[src/rtl/sd_spi_cmd_responder.sv]
// SD-over-SPI command responder: updates the emulated card state for each decoded
// command and shifts the R1/R3/R7 reply MSB-first onto DO after an Ncr gap of 0xFF bytes.
// Optional build macro SPI_RESP_CRC_EN adds io_CrcError; a flagged command only
// returns R1 with the CRC-error bit set.
module sd_spi_cmd_responder #(
    parameter int unsigned NCR_BYTES  = 1,
    parameter logic [31:0] OCR_VALUE  = 32'h00FF8000,
    parameter int unsigned INIT_POLLS = 2
) (
    input  logic        clock,
    input  logic        reset,
    input  logic        io_SPI_CLK,
    input  logic        io_SPI_CS,
    input  logic        io_CmdValid,
    input  logic [5:0]  io_Command,
    input  logic [31:0] io_CommandArgument,
`ifdef SPI_RESP_CRC_EN
    input  logic        io_CrcError,
`endif
    output logic        io_SPI_DO,
    output logic        io_Busy,
    output logic        io_InIdle,
    output logic        io_ResponseDone
);

    localparam int unsigned     PollW   = (INIT_POLLS < 2) ? 1 : $clog2(INIT_POLLS + 1);
    localparam logic [PollW-1:0] PollMax = PollW'(INIT_POLLS);
    localparam logic [6:0]      NcrBits = 7'(NCR_BYTES * 8);

    typedef enum logic [1:0] {StIdle, StNcr, StSend, StDone} state_e;

    state_e            state_q, state_d;
    logic              sclk_q;
    logic              do_q, do_d;
    logic              done_q, done_d;
    logic              idle_q, idle_d;
    logic              app_q, app_d;
    logic [PollW-1:0]  poll_q, poll_d;
    logic [6:0]        cnt_q, cnt_d;
    logic [39:0]       shift_q, shift_d;
    logic              long_q, long_d;

    logic              fall;
    logic              accept;
    logic              crc_err;
    logic              dec_long;
    logic              illegal;
    logic [PollW-1:0]  poll_inc;
    logic [7:0]        r1;
    logic [31:0]       ext;
    logic [39:0]       dec_resp;
    logic              unused_arg;

    assign unused_arg = ^io_CommandArgument[31:12];

`ifdef SPI_RESP_CRC_EN
    assign crc_err = io_CrcError;
`else
    assign crc_err = 1'b0;
`endif

    assign fall   = sclk_q & ~io_SPI_CLK;
    assign accept = (state_q == StIdle) && io_CmdValid && !io_SPI_CS;

    // Decode the incoming command into the next card state and the reply buffer.
    always_comb begin
        idle_d   = idle_q;
        app_d    = app_q;
        poll_d   = poll_q;
        illegal  = 1'b0;
        dec_long = 1'b0;
        ext      = 32'h0;
        poll_inc = (poll_q == PollMax) ? poll_q : poll_q + PollW'(1);
        if (accept) begin
            app_d = 1'b0;
            case (io_Command)
                6'd0: begin
                    idle_d = 1'b1;
                    poll_d = '0;
                end
                6'd8: begin
                    dec_long = 1'b1;
                    ext = {20'h0, (io_CommandArgument[11:8] == 4'h1) ? 4'h1 : 4'h0,
                           io_CommandArgument[7:0]};
                end
                6'd55: app_d = 1'b1;
                6'd41: begin
                    if (app_q) begin
                        poll_d = poll_inc;
                        if (poll_inc == PollMax) idle_d = 1'b0;
                    end else begin
                        illegal = 1'b1;
                    end
                end
                6'd58: dec_long = 1'b1;
                6'd59, 6'd16: ;
                default: illegal = 1'b1;
            endcase
            if (io_Command == 6'd58) ext = {~idle_d, OCR_VALUE[30:0]};
        end
        r1 = {5'b0, illegal, 1'b0, idle_d};
        // A CRC failure discards every state effect and reports only the error bit.
        if (crc_err) begin
            idle_d   = idle_q;
            app_d    = app_q;
            poll_d   = poll_q;
            dec_long = 1'b0;
            r1       = {4'b0, 1'b1, 2'b0, idle_q};
        end
        dec_resp = dec_long ? {r1, ext} : {r1, 32'h0};
    end

    // Sequencer: Ncr filler, response shift-out, trailing idle bit, CS abort.
    always_comb begin
        state_d = state_q;
        cnt_d   = cnt_q;
        shift_d = shift_q;
        long_d  = long_q;
        do_d    = do_q;
        done_d  = 1'b0;
        case (state_q)
            StIdle: begin
                if (accept) begin
                    state_d = StNcr;
                    cnt_d   = NcrBits;
                    shift_d = dec_resp;
                    long_d  = dec_long;
                    do_d    = 1'b1;
                end
            end
            StNcr: begin
                if (fall) begin
                    do_d = 1'b1;
                    if (cnt_q == 7'd1) begin
                        state_d = StSend;
                        cnt_d   = long_q ? 7'd40 : 7'd8;
                    end else begin
                        cnt_d = cnt_q - 7'd1;
                    end
                end
            end
            StSend: begin
                if (fall) begin
                    do_d    = shift_q[39];
                    shift_d = {shift_q[38:0], 1'b0};
                    cnt_d   = cnt_q - 7'd1;
                    if (cnt_q == 7'd1) state_d = StDone;
                end
            end
            StDone: begin
                if (fall) begin
                    do_d    = 1'b1;
                    done_d  = 1'b1;
                    state_d = StIdle;
                end
            end
            default: state_d = StIdle;
        endcase
        // Deselect mid-transaction drops the reply but keeps the card-state update.
        if (state_q != StIdle && io_SPI_CS) begin
            state_d = StIdle;
            do_d    = 1'b1;
            done_d  = 1'b0;
        end
    end

    // State and datapath registers.
    always_ff @(posedge clock or negedge reset) begin
        if (!reset) begin
            state_q <= StIdle;
            sclk_q  <= 1'b0;
            do_q    <= 1'b1;
            done_q  <= 1'b0;
            idle_q  <= 1'b1;
            app_q   <= 1'b0;
            poll_q  <= '0;
            cnt_q   <= '0;
            shift_q <= '0;
            long_q  <= 1'b0;
        end else begin
            state_q <= state_d;
            sclk_q  <= io_SPI_CLK;
            do_q    <= do_d;
            done_q  <= done_d;
            idle_q  <= idle_d;
            app_q   <= app_d;
            poll_q  <= poll_d;
            cnt_q   <= cnt_d;
            shift_q <= shift_d;
            long_q  <= long_d;
        end
    end

    assign io_SPI_DO       = do_q;
    assign io_Busy         = (state_q != StIdle);
    assign io_InIdle       = idle_q;
    assign io_ResponseDone = done_q;

endmodule

[config.mk]
export PLATFORM = sky130hd
export DESIGN_NAME = sd_spi_cmd_responder
export DESIGN_NICKNAME = d
export VERILOG_FILES = /design/src/rtl/sd_spi_cmd_responder.sv
export SDC_FILE = /design/constraint.sdc
export NUM_CORES = 1
export LEC_CHECK = 0
export BUFFER_PORTS_ARGS = -buffer_cell sky130_fd_sc_hd__buf_2
export CAP_MARGIN = 20
export CELL_PAD_IN_SITES_DETAIL_PLACEMENT = 1
export CELL_PAD_IN_SITES_GLOBAL_PLACEMENT = 1
export CORE_ASPECT_RATIO = 1.2
export CORE_UTILIZATION = 44
export CTS_BUF_LIST = sky130_fd_sc_hd__clkbuf_8
export DETAILED_ROUTE_END_ITERATION = 8
export PLACE_DENSITY_LB_ADDON = 0.1
export SYNTH_ARGS = -nofsm -noshare
export SYNTH_HDL_FRONTEND = slang
export SYNTH_SLANG_ARGS = --single-unit
export TNS_END_PERCENT = 1
[constraint.sdc]
create_clock -name clock -period 2.2 [get_ports clock]
set_input_delay 0.33 -clock clock [delete_from_list [all_inputs] [get_ports clock]]
set_output_delay 0.33 -clock clock [all_outputs]
set_load 0.05 [all_outputs]
==> insert_results.sql <==
INSERT INTO impl_metrics (metric_group, metric, value, unit) VALUES
('final_layout', 'area_growth', '17.8', '%'),
('route', 'num_vias', '2310', ''),
('global_routing', 'grt_max_degree', '43', ''),
('power', 'power.ir.vdd_worst', '0.724', 'mV'),
('sta', 'worst-slew-pin-transition', '0.567', 'ns'),
('critical_path', 'setup.worst_path.start_class', 'flip-flop', ''),
('floorplan', 'design.portCount', '47', ''),
('logic_synthesis', 'postSynthNetCount', '350', ''),
('logic_synthesis', 'synth.distinct_cells', '47', ''),
('critical_path', 'criticalPathCategory', 'reg2reg', ''),
('run_status', 'outcome', 'finished, final reports clean', ''),
('route', 'drc_errors', '0', ''),
('global_routing', 'grt_pass1_wl', '10.7', 'mm'),
('route', 'route.detailed.vias_per_inst', '5.51', ''),
('final_layout', 'layout.filler_cells', '717', ''),
('route', 'per_cell_routed_wire_length', '15.4', 'um'),
('critical_path', 'critical_path_peak_fanout', '7', ''),
('logic_synthesis', 'ys.flop_type', 'sky130_fd_sc_hd__dfrtp_1', ''),
('floorplan', 'chipWidth', '74.4', 'um'),
('final_layout', 'antenna_cells_inserted', '0', ''),
('sta', 'max_freq', '471', 'MHz'),
('power', 'netSwitchingPower', '1.74', 'mW'),
('final_layout', 'register_area', '0.00143', 'mm^2'),
('power', 'sw_frac_of_total', '0.405', ''),
('logic_synthesis', 'avgSynthCellArea', '9.23', 'um^2'),
('sta', 'rsz0062_at_grt', 'yes', ''),
('floorplan', 'core', '0.00605', 'mm^2'),
('final_layout', 'multi_input_area', '0.00125', 'mm^2'),
('clock_network', 'numClockSinks', '57', ''),
('logic_synthesis', 'synth-seq-area-share', '0.516', ''),
('global_routing', 'grt_usage', '0.213', ''),
('global_routing', 'grt-ovfl-total', '0', ''),
('placed_design', 'placement.io_buffers', '26', ''),
('sta', 'setup_viol', '0', ''),
('logic_synthesis', 'netlist.top_cell.by_area', 'sky130_fd_sc_hd__dfrtp_1', ''),
('placed_design', 'placed_area', '0.00305', 'mm^2'),
('placed_design', 'gp_congestion', '0.795', ''),
('logic_synthesis', 'synth-warning-count', '0', ''),
('sta', 'final-hold-violation-count', '0', ''),
('sta', 'clock-skew-final', '0.00867', 'ns'),
('final_layout', 'layout.nets', '384', ''),
('route', 'detail_route.first_pass.iterations', '4', ''),
('sta', 'worst_slack', '0.0764', 'ns'),
('clock_network', 'cts-buffers-inserted', '9', ''),
('job', 'reported_max_cap_violation_count', '0', ''),
('power', 'comb_power_share', '0.436', ''),
('clock_network', 'cts_setup_buffers', '0', ''),
('logic_synthesis', 'yosys-top-cells-area', 'sky130_fd_sc_hd__dfrtp_1, sky130_fd_sc_hd__nand2_1, sky130_fd_sc_hd__nand3_1, sky130_fd_sc_hd__nor2_1, sky130_fd_sc_hd__a221oi_1', ''),
('power', 'clock_power_share', '0.217', ''),
('global_routing', 'grt_pass1_vias', '2357', ''),
('sta', 'fin_setup_tns', '0', 'ns'),
('sta', 'worst_hold_slack', '0.147', 'ns'),
('floorplan', 'placement_rows', '31', ''),
('clock_network', 'worst_skew_pair.late_latency', '0.33', 'ns'),
('critical_path', 'cp.arrival', '2.38', 'ns'),
('power', 'internal_power_summed_over_all_cells', '2.55', 'mW'),
('sta', 'time_the_worst_path_needs_with_i_o_delays_and_setup', '2.12', 'ns'),
('critical_path', 'worst_setup_path_end_kind', 'flip-flop', ''),
('critical_path', 'crit_required', '2.46', 'ns'),
('final_layout', 'final_util', '0.539', ''),
('route', 'totalWireLength', '6.47', 'mm'),
('logic_synthesis', 'synth_seq_cells', '57', ''),
('final_layout', 'final_cell_area', '0.00326', 'mm^2'),
('placed_design', 'place_ws', '-0.0354', 'ns'),
('logic_synthesis', 'synth_area', '0.00277', 'mm^2'),
('placed_design', 'estimated_wirelength_of_the_detail_placed_design', '4.45', 'mm'),
('clock_network', 'tritoncts', 'yes', ''),
('clock_network', 'clk_transition_reported_paths', '0.06', 'ns'),
('floorplan', 'die_area', '0.00662', 'mm^2'),
('sta', 'final_min_period_over_clock_period', '0.965', ''),
('final_layout', 'layout-drive-gt1-share', '0.178', '');
-- cell type report --
type | count | area share
clock buffer | 10 | 0.0422
clock inverter | 4 | 0.0138
inverter | 10 | 0.0115
multi-input combinational | 216 | 0.384
sequential | 57 | 0.438
tap | 82 | 0.0314
timing repair buffer | 40 | 0.0790
-- kinds of logic after synthesis --
family | Yosys count | share of synthesized area
compound gates | 52 | 0.136
xor+xnor | 1 | 0.00316
fa+ha+maj | 7 | 0.0316
buf+inv | 27 | 0.0402
flops | 57 | 0.516
mux | 2 | 0.00768
simple gates | 154 | 0.265
-- metrics by stage --
| stage | instances | power, mW |
|---|---|---|
| after global placement | 404 | 3.31 |
| final | 419 | 4.28 |
| after detailed placement | 404 | 3.36 |
| after CTS | 419 | 4.33 |
| after floorplan | 300 | 2.77 |
| after global routing | 419 | 4.60 |
-- synthesized netlist by cell type (2+ instances only) --
library cell	number
sky130_fd_sc_hd__nor2b_1	3
sky130_fd_sc_hd__nand2b_1	5
sky130_fd_sc_hd__or4_1	2
sky130_fd_sc_hd__dfstp_2	2
sky130_fd_sc_hd__a31oi_1	4
sky130_fd_sc_hd__o2bb2ai_1	3
sky130_fd_sc_hd__a221oi_1	10
sky130_fd_sc_hd__o211ai_1	2
sky130_fd_sc_hd__a21oi_1	8
sky130_fd_sc_hd__a22o_1	4
sky130_fd_sc_hd__ha_1	7
sky130_fd_sc_hd__and3_1	2
sky130_fd_sc_hd__nand2_1	61
sky130_fd_sc_hd__nand4_1	4
sky130_fd_sc_hd__nor2_1	24
sky130_fd_sc_hd__dfrtp_1	55
sky130_fd_sc_hd__nand3_1	34
sky130_fd_sc_hd__clkbuf_1	14
sky130_fd_sc_hd__buf_2	2
sky130_fd_sc_hd__and3b_1	3
sky130_fd_sc_hd__o21ai_0	9
sky130_fd_sc_hd__a2111oi_0	2
sky130_fd_sc_hd__nor3_1	4
sky130_fd_sc_hd__inv_1	10
sky130_fd_sc_hd__nor4b_1	2
sky130_fd_sc_hd__nor3b_1	3
-- power groups by stage --
stage | sequential [mW] | clock, mW | combinational [mW]
after floorplan | 1.50 | 0 | 1.26
after global placement | 1.49 | 0 | 1.83
after detailed placement | 1.50 | 0 | 1.86
after CTS | 1.48 | 0.961 | 1.89
after global routing | 1.52 | 1.01 | 2.08
final | 1.48 | 0.932 | 1.87
-- worst paths after layout --
check	startpoint	end	slack, ns	depth (start not counted)
worst max-delay path	state_q[0]	cnt_q[6]	0.08	6
worst min-delay path	io_SPI_CLK	sclk_q	0.15	1
worst max register to register	state_q[0]	cnt_q[6]	0.08	6
worst min register to register	shift_q[9]	shift_q[9]	0.47	2
max in group asynchronous	reset	io_InIdle	0.90	3
min in group asynchronous	reset	shift_q[4]	0.56	2
-- registers in the layout (all words and copies together), names as in the netlist --
signal,flops
shift_q,40
poll_q,2
io_SPI_DO,1
io_ResponseDone,1
long_q,1
io_InIdle,1
sclk_q,1
app_q,1
cnt_q,7
state_q,2
-- what timing repair did --
| action | CTS | global route |
|---|---|---|
| hold endpoints to repair | 5 | 0 |
| hold buffers | 1 | 0 |
| gates resized for setup | 2 | 2 |
| setup endpoints to repair | 9 | 8 |
-- layer usage --
metal / track usage / vias up / part of all wire
met1: 0.269 / 1162 / 0.46
met2: 0.368 / 20 / 0.51
met5: 0 / - / 0
li1: - / 1124 / -
met3: 0.0474 / 4 / 0.021
met4: 0.0566 / 0 / 0.0071
-- critical path, cell delays in order (launching register included) --
cell	delay [ns]
sky130_fd_sc_hd__dfrtp_1	0.41
sky130_fd_sc_hd__inv_1	0.08
sky130_fd_sc_hd__ha_1	0.30
sky130_fd_sc_hd__or2_1	0.32
sky130_fd_sc_hd__a221o_1	0.37
sky130_fd_sc_hd__or4_1	0.47
sky130_fd_sc_hd__nand3_1	0.10
-- cells in the final DEF (no fill, tap or decap), drive strengths merged, types with 2 or more instances in the layout --
cell / count
nor3: 4
a31oi: 4
o211ai: 2
and3: 2
a22o: 4
dfstp: 2
a221oi: 10
and3b: 3
nand2: 61
or4: 2
clkinv: 3
inv: 10
dfrtp: 55
nor2b: 3
or2: 2
nand2b: 5
nand3: 34
clkbuf: 10
a21oi: 8
ha: 7
o21ai: 10
nand4: 4
nor4b: 2
nor3b: 3
o2bb2ai: 3
buf: 39
nor2: 24
a2111oi: 2
(Power assumes the default switching activity.)
